File: src/rtl/serial_adder_ctrl.sv
// rtl/serial_adder_ctrl.sv - bit-serial adder/controller sharing one full-add cell across a word
//
// Purpose: latches two WIDTH-bit operands on an accepted start, then adds one
// bit per clock (LSB first) through a single full-add cell built from two
// half-add stages and an OR for carry. Result and carry-out are presented
// with a one-cycle done pulse and held until the next accepted start.
//
// Optional feature: define SERIAL_SUB_EN to add the sub input; sub=1 computes
// a-b in two's complement (cout=1 means no borrow).
//
// Ports:
//   clk   in   1      rising-edge clock
//   rst   in   1      asynchronous active-high reset, clears all state
//   start in   1      request; sampled only in IDLE or DONE
//   a     in   WIDTH  operand A, captured on the accepted start edge
//   b     in   WIDTH  operand B, captured on the accepted start edge
//   sub   in   1      subtract select (only with SERIAL_SUB_EN)
//   busy  out  1      high while the word is being processed
//   done  out  1      one-cycle pulse when sum/cout are final
//   sum   out  WIDTH  result register
//   cout  out  1      final carry-out
module serial_adder_ctrl #(
  parameter int WIDTH = 8,
  parameter int CNT_W = $clog2(WIDTH + 1)
) (
  input  logic             clk,
  input  logic             rst,
  input  logic             start,
  input  logic [WIDTH-1:0] a,
  input  logic [WIDTH-1:0] b,
`ifdef SERIAL_SUB_EN
  input  logic             sub,
`endif
  output logic             busy,
  output logic             done,
  output logic [WIDTH-1:0] sum,
  output logic             cout
);

  typedef enum logic [1:0] {
    IDLE = 2'd0,
    RUN  = 2'd1,
    DONE = 2'd2
  } state_t;

  state_t           state;
  state_t           state_nxt;
  logic [WIDTH-1:0] shreg_a;
  logic [WIDTH-1:0] shreg_b;
  logic             carry;
  logic [CNT_W-1:0] cnt;

  logic             sub_sel;
  logic             accept;
  logic             last_bit;
  logic             p;
  logic             g1;
  logic             s;
  logic             g2;
  logic             carry_nxt;

`ifdef SERIAL_SUB_EN
  assign sub_sel = sub;
`else
  assign sub_sel = 1'b0;
`endif

  // start is only honoured when not mid-word; DONE accepts for back-to-back use
  assign accept   = start && ((state == IDLE) || (state == DONE));
  assign last_bit = (cnt == CNT_W'(WIDTH - 1));

  // Full-add cell: two half-add stages, carry is the OR of both generates
  assign p         = shreg_a[0] ^ shreg_b[0];
  assign g1        = shreg_a[0] & shreg_b[0];
  assign s         = p ^ carry;
  assign g2        = p & carry;
  assign carry_nxt = g1 | g2;

  assign busy = (state == RUN);
  assign done = (state == DONE);

  always_ff @(posedge clk or posedge rst) begin
    if (rst) begin
      state <= IDLE;
    end else begin
      state <= state_nxt;
    end
  end

  always_comb begin
    state_nxt = state;
    case (state)
      IDLE: begin
        if (start) begin
          state_nxt = RUN;
        end
      end
      RUN: begin
        if (last_bit) begin
          state_nxt = DONE;
        end
      end
      DONE: begin
        if (start) begin
          state_nxt = RUN;
        end else begin
          state_nxt = IDLE;
        end
      end
      default: begin
        state_nxt = IDLE;
      end
    endcase
  end

  always_ff @(posedge clk or posedge rst) begin
    if (rst) begin
      shreg_a <= '0;
      shreg_b <= '0;
      carry   <= 1'b0;
      cnt     <= '0;
      sum     <= '0;
      cout    <= 1'b0;
    end else if (accept) begin
      // Subtraction is a + ~b + 1: invert B and seed the carry with 1
      shreg_a <= a;
      shreg_b <= sub_sel ? ~b : b;
      carry   <= sub_sel;
      cnt     <= '0;
      sum     <= '0;
      cout    <= 1'b0;
    end else if (state == RUN) begin
      carry   <= carry_nxt;
      sum     <= {s, sum[WIDTH-1:1]};
      shreg_a <= {1'b0, shreg_a[WIDTH-1:1]};
      shreg_b <= {1'b0, shreg_b[WIDTH-1:1]};
      cnt     <= cnt + CNT_W'(1);
      if (last_bit) begin
        cout <= carry_nxt;
      end
    end
  end

endmodule
File: config.mk
export PLATFORM = sky130hd
export DESIGN_NAME = serial_adder_ctrl
export DESIGN_NICKNAME = d
export VERILOG_FILES = /design/src/rtl/serial_adder_ctrl.sv
export SDC_FILE = /design/constraint.sdc
export NUM_CORES = 1
export LEC_CHECK = 0
export CORE_ASPECT_RATIO = 1.2
export CORE_MARGIN = 5
export CORE_UTILIZATION = 35
export DETAILED_ROUTE_END_ITERATION = 7
export SYNTH_ARGS = -nofsm -noshare
export SYNTH_HDL_FRONTEND = slang
export SYNTH_SLANG_ARGS = --single-unit
File: constraint.sdc
create_clock -name clk -period 1.9 [get_ports clk]
set_input_delay 0.38 -clock clk [delete_from_list [all_inputs] [get_ports clk]]
set_output_delay 0.38 -clock clk [all_outputs]
set_load 0.02 [all_outputs]
Word level (Yosys, flattened, before mapping)
Index checks and enable logic that the tools add are counted. Widths: inputs -> output; s select.

Register bits after elaboration: 32. Input bits: 19. Word-level logic and storage cells: 42.

Add/sub/neg operators: 1. Equal/unequal tests: 5. Mux-type cells: 17. Bitwise gates (word level): 5. Reduce and logical (&&, ||, !) cells: 7.

Operator list (count): $mux 8 (6); $mux 4 (2); $mux 1 (6); $pmux 2 s3 (1); $add 4x1->4 const B (1); $eq 4x3->1 const B (1); $mux 2 (2); $reduce_and 2->1 (2); $reduce_bool 2->1 (2); $and 1x1->1 (2); $eq 2x1->1 const B (1); $eq 2x2->1 const B (1); $logic_not 2->1 (1); $ne 2x1->1 const B (1); $ne 2x2->1 const B (1); $xor 1x1->1 (2); $logic_and 1x1->1 (1); $logic_or 1x1->1 (1); $or 1x1->1 (1).

Depth between registers and ports, before layout
Gate-level depths: netlist of run 1.

Word-level depth: 6. Gate-level depth with buffers: 7.

Least setup slack after synthesis of run 1
OpenSTA, ideal clock, no wires.

Path kind: register to output. From: reg state[1]. To: out busy. Arrival: 948 ps. Data required time: 1520 ps. Slack: 572 ps. Stages on the path, launching flop included: 6. Cells stage by stage: dfrtp_1 -> nand2b_1 -> buf_6 -> inv_6 -> buf_8 -> buf_6.

Cells in the longest elaborated chain, start to end: 1.

RTL lines: start, declared (line 46) `state_t state;`; start signal, assigned (line 86) `state <= state_nxt;`; $eq 2x1->1 (line 79) `assign busy = (state == RUN);`; end, declared (line 34) `output logic busy,`.

No other way between the ends.

Final worst setup path of run 1
From: reg state[0]. To: out done.

Cells in the longest elaborated chain, start to end: 1.

RTL lines: $eq 2x2->1 (line 80) `assign done = (state == DONE);`; end, declared (line 35) `output logic done,`.

No other way between the ends.

==> summary.log, run 1 <==
[outcome] outcome finished clean
[floorplanning] Die Outline Area 5470 sq um
[placed_design] Post-DP Area 1760 sq um
[sta] Final min period 1790 ps
[critical_path] type of destination of the critical path output pin
[power_and_ir_drop] peak supply drop 0.000571 V
[grt] residual overflow from global routing 0
[yosys] number of nets produced by synthesis 141
[floorplanning] core region area 3940 sq um
[yosys] area share of fa/ha/maj cells after synthesis 2.27%
[yosys] number of warning messages in the yosys log 0
[yosys] post-synthesis area per instance 11.9 sq um
[sta] period utilization 94.4%
[final_layout] post-route cell area 1890 sq um
[clock_tree] clock root cell clkbuf_8
[clock_tree] clock tree from TritonCTS done
[sta] post-route clock skew 4.30 ps
[final_layout] share of final-layout standard cells stronger than drive strength 1 17.5%
[yosys] dominant cell type by area after synthesis dfrtp_1
[critical_path] Critical Path Start Type flop
[grt] maximum number of pins on one net before global-route repair 33
[final_layout] net count of the finished layout 174
[sta] unrepaired setup endpoints after global routing false
[yosys] Synth Instances 120
[routing] wire length per cell after detailed routing 14.9 um
[sta] final number of hold-violating endpoints 0
[critical_path] CP cell instances nor2b_1, clkdlybuf4s50_1
[placed_design] last weighted congestion value of the routability-driven placer 0.666
[yosys] biggest area contributors in the synthesized netlist dfrtp_1 (56%), a22o_1 (8.0%), a22oi_2 (7.9%)
[placed_design] placed cell count 200
[clock_tree] number of hold buffers added after cts 0
[power_and_ir_drop] Design Power 3.23 mW
[clock_tree] later-pin clock latency in the skew report 280 ps
[clock_tree] clock slew at the register clock pins of the worst setup and hold paths 70 ps
[routing] drt total wl 3.10 mm
[yosys] proportion of synthesized area in mux cells 1.40%
[routing] count of nets left with antenna violations after detail routing 0
[sta] Slew Limit Headroom 66.2%
[yosys] cell area after synthesis 1430 sq um
[yosys] Yosys top cell area share 55.9%
[critical_path] worst reg-to-reg path cell count 5
[grt] global routing usage summed across all routing layers 13.0%
[grt] global-route wire length before repair 5.22 mm
[yosys] number of unique standard cell types used by synthesis 25
[yosys] sequential cell area fraction in the yosys report 55.9%
[clock_tree] Post-CTS Repair Setup Buffers 0
[clock_tree] total CTS buffers 5
[placed_design] Port-buffer cells 29
[grt] vias in the first global route 1073
[floorplanning] I/O Pins 30
[floorplanning] Std-Cell Rows 25
[sta] Setup TNS Final 0 ps
[clock_tree] maximum level of the CTS H-tree 2
[sta] # setup viols final 0
[sta] Hold Worst Slack 476 ps
[placed_design] placed wire-length estimate 2.05 mm
[routing] drt via density 5.03
[critical_path] kind of critical path reg -> out
[yosys] complex-gate fraction of the synthesized area 19.4%
[yosys] post-synthesis share of cell area spent on xor and xnor gates 0%
[final_layout] total of fill cells in the finished design 387
[power_and_ir_drop] power per standard cell area 1710 nW/um^2
[critical_path] arrival time worst endpoint 1410 ps
[yosys] combinational family with the most area after synthesis compound AO/OA/AOI/OAI gates
[yosys] flip-flop and latch count after synthesis 32
[critical_path] R2R setup slack 310 ps
[critical_path] R2R Path Start state[0]$_DFFE_PP0P_
[sta] Max Clk Rate 558 MHz
[grt] antenna violations before repair 0
[final_layout] post-route insts no fill 208
[routing] via count of the routed design 1047
[critical_path] crit path buf inv count 1
[sta] final count of pins violating max slew 0
[floorplanning] initial standard-cell utilization of the core 36.3%
[job] reported max-cap violation count 0
[final_layout] Area Overhead vs Synth 31.8%
[clock_tree] maximum root-to-sink buffer count 2
[critical_path] required time of the worst setup path 1520 ps
[routing] Detailed Route Iter0 Violations 84
[final_layout] Multi-input gate area 538 sq um
[floorplanning] Die H 80.1 um
[power_and_ir_drop] leakage power of the design 0.854 nW
[final_layout] register cell area after layout 801 sq um
[worst_hold_path] class of the tightest hold or removal check in -> async
[critical_path] slowest stage cell, crit path clkdlybuf4s50_1
[yosys] Simple-Gate Fraction of Synth Area 14.5%
[critical_path] CP peak stage delay 610 ps
[critical_path] Worst R2R End sum[7]$_DFFE_PP0P_
[routing] number of DRC violations after detailed routing 0
[floorplanning] die width 68.4 um
[routing] router iterations before antenna repair 4
[clock_tree] sink count of the clock tree 32
[critical_path] kind of cell adding the most delay to the critical path buffers and inverters
[sta] transition time at the pin with the least slew margin 507 ps
[final_layout] antenna cell count 0
[critical_path] largest driver fanout on the critical path 4
cell type report:
type / count / area share [%]
sequential: 32 / 42.4
multi-input combinational: 76 / 28.5
timing repair buffer: 36 / 18.1
clock buffer: 7 / 5.11
tap: 54 / 3.58
clock inverter: 1 / 1.59
inverter: 2 / 0.663
synth_stat cells:
cell type,count
buf_6,2
o21ai_0,2
a22o_1,13
buf_4,3
nand2b_1,2
mux2i_1,2
o21ai_1,1
nor2b_1,3
and2_1,1
nand4_2,1
ha_1,1
dfrtp_1,32
buf_2,4
nand2_1,17
nor2_2,1
a31oi_1,1
buf_8,1
fa_1,1
inv_1,1
and3b_1,1
nor2_1,1
a22oi_1,4
a22oi_2,9
inv_6,1
nand3_1,15
sequential cells by signal, indices dropped and copies added (netlist names):
register and cells:
cout 1, shreg_b 8, shreg_a 8, state 2, sum 8, cnt 4, carry 1
worst reg2reg max path: stages, from the launching register on:
cell and delay (ps):
dfrtp_1 400, nand2b_1 190, inv_6 30, buf_4 230, nor2_2 460, a22o_1 210
metal layers:
layer,track usage [%],part of all wire [%],up-vias
li1,-,-,494
met1,16.1,43,523
met2,19.9,49,24
met5,0,0,-
met4,6.56,2.3,0
met3,4.34,6.2,6
cells by family (layout without fill, tap and decap cells):
logic type,Yosys count,after routing
AND/OR/NAND/NOR,42,42
flip-flops,32,32
AO/OA/AOI/OAI,30,30
buffers and inverters,12,46
adder cells (fa/ha/maj),2,2
multiplexers,2,2
where the power goes:
part | switching [mW] | total (mW) | internal [mW]
clock network | 0.254 | 0.716 | 0.462
registers | 0.226 | 1.21 | 0.985
logic | 0.689 | 1.31 | 0.616
placed cells by master (no fill, tap or decap):
cell type	n
nand2b_1	2
inv_6	1
clkbuf_8	7
and2_1	1
a22o_1	13
a22oi_2	9
dlygate4sd2_1	1
nand2_1	17
a22oi_1	4
bufinv_16	1
dfrtp_1	32
nor2_1	1
a31oi_1	1
buf_4	7
o21ai_1	1
fa_1	1
nor2_2	1
and3b_1	1
nand3_1	15
nor2b_1	3
inv_1	1
ha_1	1
nand4_2	1
o21ai_0	2
clkdlybuf4s50_1	28
mux2i_1	2
stage by stage:
stage               worst slack, ps  utilization [%]
global placement                218             44.7
global route                   26.3             47.9
detailed placement              219             44.7
finish                          107             47.9
floorplan                       572                -
CTS                            90.5             47.9
how the worst max path moves through the flow:
| stage | cells after the start | to | startpoint | slack (ps) |
|---|---|---|---|---|
| 2_1_floorplan | 5 | busy | state[1]$_DFFE_PP0P_ | 570 |
| 3_3_place_gp | 4 | shreg_b[7]$_DFFE_PP0P_ | start | 220 |
| 3_5_place_dp | 4 | sum[0]$_DFFE_PP0P_ | start | 220 |
| 4_1_cts | 2 | done | state[0]$_DFFE_PP0P_ | 90 |
| 5_1_grt | 2 | done | state[0]$_DFFE_PP0P_ | 30 |
| 6_report | 2 | done | state[0]$_DFFE_PP0P_ | 110 |
what timing repair did:
action                     4_1_cts  5_1_grt
setup endpoints to repair        1        0
hold endpoints to repair         0        0
resized for setup                1        0
(Power assumes the default switching activity.)
==> run 2: changes to the inputs <==
CORE_UTILIZATION = 53   (was 35)
GPL_TIMING_DRIVEN = 0   (was default)
PLACE_DENSITY = 0.82   (was default)
==> run 2 against run 1 <==
Against the previous run:
- highest routed layer unchanged
- total power down 6.5%
- first-iteration DRC count is 61% lower
- largest power group unchanged
- non-clock buffer count increased by 3
- die area fell by 30%
- flip-flop and latch count unchanged
- wire length rose by 1.9%
- clock skew is 7.2 ps higher
==> summary.log, run 2 (synthesis results as in run 1) <==
[clock_tree] maximum root-to-sink buffer count 2 [unchanged]
[outcome] outcome finished clean [unchanged]
[sta] final number of hold-violating endpoints 0 [unchanged]
[routing] Detailed Route Iter0 Violations 33 [was 84]
[sta] Final min period 1800 ps [was 1790 ps]
[critical_path] largest driver fanout on the critical path 19 [was 4]
[clock_tree] clock tree from TritonCTS done [unchanged]
[grt] maximum number of pins on one net before global-route repair 33 [unchanged]
[floorplanning] Die H 66.9 um [was 80.1 um]
[sta] transition time at the pin with the least slew margin 640 ps [was 507 ps]
[routing] wire length per cell after detailed routing 16.6 um [was 14.9 um]
[clock_tree] later-pin clock latency in the skew report 330 ps [was 280 ps]
[final_layout] Finished Core Util 71.4% [was 47.9%]
[floorplanning] die width 57.4 um [was 68.4 um]
[critical_path] type of destination of the critical path output pin [unchanged]
[power_and_ir_drop] Design Power 3.02 mW [was 3.23 mW]
[job] reported max-cap violation count 0 [unchanged]
[sta] post-route clock skew 11.5 ps [was 4.30 ps]
[final_layout] commonest cells after routing, fill and taps aside dfrtp_1 (32), clkdlybuf4s50_1 (27), nand2_1 (17), nand3_1 (15), a22o_1 (13) [was dfrtp_1 (32), clkdlybuf4s50_1 (28), nand2_1 (17), nand3_1 (15), a22o_1 (13)]
[grt] antenna violations before repair 0 [unchanged]
[final_layout] Multi-input gate area 538 sq um [unchanged]
[sta] period utilization 94.9% [was 94.4%]
[critical_path] worst reg-to-reg path cell count 5 [unchanged]
[sta] # setup viols final 0 [unchanged]
[final_layout] Area Overhead vs Synth 28.6% [was 31.8%]
[floorplanning] core region area 2580 sq um [was 3940 sq um]
[routing] count of nets left with antenna violations after detail routing 0 [unchanged]
[sta] Max Clk Rate 555 MHz [was 558 MHz]
[power_and_ir_drop] power per standard cell area 1640 nW/um^2 [was 1710 nW/um^2]
[floorplanning] Die Outline Area 3840 sq um [was 5470 sq um]
[routing] drt via density 5.62 [was 5.03]
[final_layout] largest registers shreg_a: 8 flops, shreg_b: 8 flops, sum: 8 flops [unchanged]
[critical_path] required time of the worst setup path 1520 ps [about the same]
[sta] Slew Limit Headroom 57.3% [was 66.2%]
[routing] router iterations before antenna repair 4 [unchanged]
[final_layout] register cell area after layout 801 sq um [unchanged]
[placed_design] placed wire-length estimate 2.17 mm [was 2.05 mm]
[clock_tree] clock slew at the register clock pins of the worst setup and hold paths 100 ps [was 70 ps]
[placed_design] last weighted congestion value of the routability-driven placer 0.727 [was 0.666]
[final_layout] antenna cell count 0 [unchanged]
[placed_design] Post-DP Area 1760 sq um [about the same]
[critical_path] kind of critical path reg -> out [unchanged]
[sta] unrepaired setup endpoints after global routing false [unchanged]
[grt] vias in the first global route 1143 [was 1073]
[final_layout] post-route cell area 1840 sq um [was 1890 sq um]
[critical_path] R2R Path Start state[0]$_DFFE_PP0P_ [unchanged]
[final_layout] share of final-layout standard cells stronger than drive strength 1 19.7% [was 17.5%]
[critical_path] Critical Path Start Type flop [unchanged]
[clock_tree] total CTS buffers 5 [unchanged]
[final_layout] net count of the finished layout 177 [was 174]
[clock_tree] sink count of the clock tree 32 [unchanged]
[grt] residual overflow from global routing 0 [unchanged]
[sta] final count of pins violating max slew 0 [unchanged]
[floorplanning] I/O Pins 30 [unchanged]
[power_and_ir_drop] peak supply drop 0.00115 V [was 0.000571 V]
[routing] via count of the routed design 1067 [was 1047]
[floorplanning] initial standard-cell utilization of the core 55.5% [was 36.3%]
[grt] global-route wire length before repair 5.35 mm [was 5.22 mm]
[power_and_ir_drop] leakage power of the design 0.869 nW [was 0.854 nW]
[critical_path] R2R setup slack 600 ps [was 310 ps]
[placed_design] post-placement setup slack -121 ps [was 219 ps]
[placed_design] Port-buffer cells 29 [unchanged]
[grt] global routing usage summed across all routing layers 18.6% [was 13.0%]
[clock_tree] maximum level of the CTS H-tree 2 [unchanged]
[critical_path] Worst R2R End shreg_a[7]$_DFFE_PP0P_ [was sum[7]$_DFFE_PP0P_]
[sta] Final Worst Setup Slack 96.8 ps [was 107 ps]
[floorplanning] Std-Cell Rows 20 [was 25]
[routing] number of DRC violations after detailed routing 0 [unchanged]
[clock_tree] clock root cell clkbuf_4 [was clkbuf_8]
[routing] drt total wl 3.16 mm [was 3.10 mm]
[final_layout] most frequent standard cell in the layout excluding fill and tap cells dfrtp_1 [unchanged]
[sta] Setup TNS Final 0 ps [unchanged]
[critical_path] arrival time worst endpoint 1420 ps [was 1410 ps]
[final_layout] total of fill cells in the finished design 195 [was 387]
[worst_hold_path] class of the tightest hold or removal check in -> async [unchanged]
-- run 2: changes by cell type in the layout (fill, tap and decap cells not counted), sizes merged --
cell,previous run,this run
clkbuf,7,6
buf,7,11
bufinv,1,0
dlymetal6s2s,0,1
dlygate4sd2,1,0
clkinv,0,2
clkdlybuf4s50,28,27
-- run 2: layout make-up --
| cell class | instances | area share, % |
|---|---|---|
| sequential | 32 | 43.5 |
| timing repair buffer | 30 | 17.3 |
| buffer | 9 | 3.74 |
| multi-input combinational | 76 | 29.2 |
| inverter | 2 | 0.680 |
| clock inverter | 2 | 0.544 |
| tap | 33 | 2.24 |
| clock buffer | 6 | 2.79 |
-- run 2: metrics by stage --
| stage | std cells | hold slack, ps |
|---|---|---|
| floorplan | 120 | 437 |
| global placement | 182 | 453 |
| detailed placement | 182 | 467 |
| CTS | 189 | 480 |
| global route | 190 | 490 |
| finish | 190 | 433 |
-- run 2: worst max-delay path by stage --
stage | start | to | slack (ps)
floorplan | state[1]$_DFFE_PP0P_ | busy | 570
global placement | state[1]$_DFFE_PP0P_ | busy | -80
detailed placement | state[1]$_DFFE_PP0P_ | busy | -120
CTS | state[0]$_DFFE_PP0P_ | done | 40
global route | state[1]$_DFFE_PP0P_ | busy | 5
finish | state[1]$_DFFE_PP0P_ | busy | 100
-- run 2: repair_timing --
| item | in CTS | in global routing |
|---|---|---|
| endpoints found under the hold margin | 0 | 0 |
| gates resized for setup | 5 | 1 |
| buffers inserted | 0 | 0 |
| hold buffers | 0 | 0 |
| setup endpoints to repair | 1 | 1 |
-- run 2: power breakdown --
part / leakage, nW / internal [mW] / switching (mW) / total (mW)
clock network: 0.0380 / 0.176 / 0.218 / 0.394
logic: 0.424 / 0.678 / 0.743 / 1.42
registers: 0.407 / 0.983 / 0.223 / 1.21
-- run 2: layer usage --
layer / track usage [%] / wire [um]
met3: 6.40 / 154
met4: 8.41 / 49
met1: 22.4 / 1380
met5: 0 / 0
met2: 29.8 / 1570
-- run 2: worst max-delay path, stage by stage, from the launching register on --
cell and delay, ps:
dfrtp_1 380, nand2b_1 150, buf_6 150, inv_6 60, buf_8 170, buf_4 170
==> run 3: changes to the inputs <==
CORE_MARGIN = 2   (was 5)
==> run 3 against run 2 <==
Against the previous run:
- largest cell class unchanged
- clock skew up 2.0 ps
- sequential power about the same
- critical path depth down 4
- critical endpoint is now sum[7]
- first-iteration DRC count down 61%
- largest power group unchanged
- flip-flop and latch count unchanged
- maximum frequency up 2.9%
- cell count down 0.53%
- hold slack worse by 110 ps
- non-clock buffer count down 1
- combinational power down 4%
- via count down 2.6%
==> summary.log, run 3 (synthesis results as in run 1) <==
[sta] final count of pins violating max slew 0 [unchanged]
[final_layout] most frequent standard cell in the layout excluding fill and tap cells dfrtp_1 [unchanged]
[clock_tree] sink count of the clock tree 32 [unchanged]
[critical_path] crit path buf inv count 1 [was 4]
[floorplanning] die width 51.4 um [was 57.4 um]
[power_and_ir_drop] internal power summed over all cells 1.90 mW [was 1.84 mW]
[sta] period utilization 92.2% [was 94.9%]
[sta] Final min period 1750 ps [was 1800 ps]
[critical_path] arrival time worst endpoint 1370 ps [was 1420 ps]
[clock_tree] clock slew at the register clock pins of the worst setup and hold paths 100 ps [about the same]
[clock_tree] maximum level of the CTS H-tree 2 [unchanged]
[sta] Slew Limit Headroom 73.8% [was 57.3%]
[clock_tree] clock tree from TritonCTS done [unchanged]
[floorplanning] initial standard-cell utilization of the core 56.1% [was 55.5%]
[critical_path] slowest stage cell, crit path clkdlybuf4s50_1 [was dfrtp_1]
[sta] # setup viols final 0 [unchanged]
[critical_path] type of destination of the critical path output pin [unchanged]
[critical_path] kind of critical path reg -> out [unchanged]
[grt] residual overflow from global routing 0 [unchanged]
[power_and_ir_drop] switching power 1.17 mW [was 1.18 mW]
[grt] vias in the first global route 1041 [was 1143]
[routing] router iterations before antenna repair 6 [was 4]
[power_and_ir_drop] combinational power share 44.2% [was 47.0%]
[sta] post-route clock skew 13.5 ps [was 11.5 ps]
[outcome] outcome finished clean [unchanged]
[grt] maximum number of pins on one net before global-route repair 33 [unchanged]
[floorplanning] Die H 60.9 um [was 66.9 um]
[clock_tree] later-pin clock latency in the skew report 340 ps [was 330 ps]
[critical_path] kind of cell adding the most delay to the critical path buffers and inverters [unchanged]
[power_and_ir_drop] switching part of the total power 38.1% [was 39.2%]
[clock_tree] clock root cell clkbuf_4 [unchanged]
[sta] transition time at the pin with the least slew margin 393 ps [was 640 ps]
[placed_design] Port-buffer cells 29 [unchanged]
[power_and_ir_drop] Clk network pwr share 16.7% [was 13.0%]
[floorplanning] Die Outline Area 3130 sq um [was 3840 sq um]
[floorplanning] core region area 2550 sq um [was 2580 sq um]
[power_and_ir_drop] leakage power of the design 0.866 nW [was 0.869 nW]
[grt] antenna violations before repair 0 [unchanged]
[grt] global routing usage summed across all routing layers 21.6% [was 18.6%]
[clock_tree] total CTS buffers 5 [unchanged]
[routing] wire length per cell after detailed routing 15.5 um [was 16.6 um]
[final_layout] share of final-layout standard cells stronger than drive strength 1 18.6% [was 19.7%]
[worst_hold_path] class of the tightest hold or removal check in -> async [unchanged]
[power_and_ir_drop] power per standard cell area 1670 nW/um^2 [was 1640 nW/um^2]
[critical_path] Critical Path Start Type flop [unchanged]
[sta] Max Clk Rate 571 MHz [was 555 MHz]
[clock_tree] maximum root-to-sink buffer count 2 [unchanged]
[critical_path] CP peak stage delay 620 ps [was 380 ps]
[final_layout] Finished Core Util 72.1% [was 71.4%]
[routing] via count of the routed design 1039 [was 1067]
[clock_tree] Post-CTS Repair Setup Buffers 0 [unchanged]
[final_layout] antenna cell count 0 [unchanged]
[final_layout] largest registers shreg_a: 8 flops, shreg_b: 8 flops, sum: 8 flops [unchanged]
[final_layout] net count of the finished layout 176 [was 177]
[routing] number of DRC violations after detailed routing 0 [unchanged]
[critical_path] CP cell instances clkdlybuf4s50_1 [was nand2b_1, buf_6, inv_6, buf_8, buf_4]
[sta] final number of hold-violating endpoints 0 [unchanged]
[placed_design] last weighted congestion value of the routability-driven placer 0.766 [was 0.727]
[routing] drt total wl 2.92 mm [was 3.16 mm]
[power_and_ir_drop] fraction of power consumed by sequential logic 39.1% [was 39.9%]
[final_layout] Area Overhead vs Synth 28.6% [unchanged]
[grt] global-route wire length before repair 4.77 mm [was 5.35 mm]
[placed_design] placed wire-length estimate 2.04 mm [was 2.17 mm]
[final_layout] total of fill cells in the finished design 205 [was 195]
[routing] drt via density 5.50 [was 5.62]
[job] reported max-cap violation count 0 [unchanged]
[placed_design] placed cell count 182 [unchanged]
[sta] Setup TNS Final 0 ps [unchanged]
[floorplanning] I/O Pins 30 [unchanged]
[sta] unrepaired setup endpoints after global routing false [unchanged]
[final_layout] commonest cells after routing, fill and taps aside dfrtp_1 (32), clkdlybuf4s50_1 (27), nand2_1 (17), nand3_1 (15), a22o_1 (13) [unchanged]
[critical_path] required time of the worst setup path 1520 ps [about the same]
[floorplanning] Std-Cell Rows 20 [unchanged]
[routing] Detailed Route Iter0 Violations 13 [was 33]
[power_and_ir_drop] peak supply drop 0.00121 V [was 0.00115 V]
[critical_path] largest driver fanout on the critical path 3 [was 19]
[final_layout] post-route insts no fill 189 [was 190]
[routing] count of nets left with antenna violations after detail routing 0 [unchanged]
-- run 3: path summary, 6_finish.rpt --
check	depth (start not counted)	to	slack, ps	from
max	1	sum[7]	150	sum[7]$_DFFE_PP0P_
min	2	shreg_a[4]$_DFFE_PP0P_	320	rst
max reg2reg	6	sum[1]$_DFFE_PP0P_	500	state[1]$_DFFE_PP0P_
min reg2reg	1	cnt[3]$_DFFE_PP0P_	480	cnt[3]$_DFFE_PP0P_
max in group asynchronous	3	shreg_b[7]$_DFFE_PP0P_	1120	rst
min in group clk	1	cnt[3]$_DFFE_PP0P_	480	cnt[3]$_DFFE_PP0P_
-- run 3: final cells by class --
| cell class | count | area [sq um] | share of cell area, % |
|---|---|---|---|
| Multi-Input combinational cell | 76 | 538 | 29.2 |
| Clock inverter | 2 | 35.0 | 1.90 |
| Inverter | 2 | 12.5 | 0.680 |
| Clock buffer | 6 | 41.3 | 2.24 |
| Tap cell | 33 | 41.3 | 2.24 |
| Buffer | 8 | 53.8 | 2.92 |
| Timing Repair Buffer | 30 | 318 | 17.3 |
| Sequential cell | 32 | 801 | 43.5 |
-- run 3: what timing repair did --
action | in CTS | in global routing
hold buffers | 0 | 0
resized for setup | 5 | 1
endpoints found under the setup margin | 1 | 2
pin swaps | 0 | 0
-- run 3: metrics by stage --
stage	hold WS [ps]	total power [mW]	cell area (sq um)	setup slack (ps)
6_report	322	3.08	1840	148
5_1_grt	321	3.29	1840	47.0
4_1_cts	476	3.14	1830	23.8
3_5_place_dp	461	2.65	1760	-106
3_3_place_gp	453	2.58	1760	-76.5
2_1_floorplan	437	2.17	1430	572
-- run 3: routing by layer --
layer	up-vias	wire [um]	global-route usage, %
met1	509	1320	27.7
met2	26	1400	33.3
met3	5	147	8.13
met4	0	48	9.02
li1	499	-	-
met5	-	0	0
-- run 3: power groups by stage --
stage               logic, mW  clock network (mW)  registers [mW]
floorplan               0.897                   0            1.27
global placement         1.38                   0            1.20
detailed placement       1.44                   0            1.21
CTS                      1.41               0.522            1.20
global route             1.50               0.556            1.24
finish                   1.36               0.513            1.20
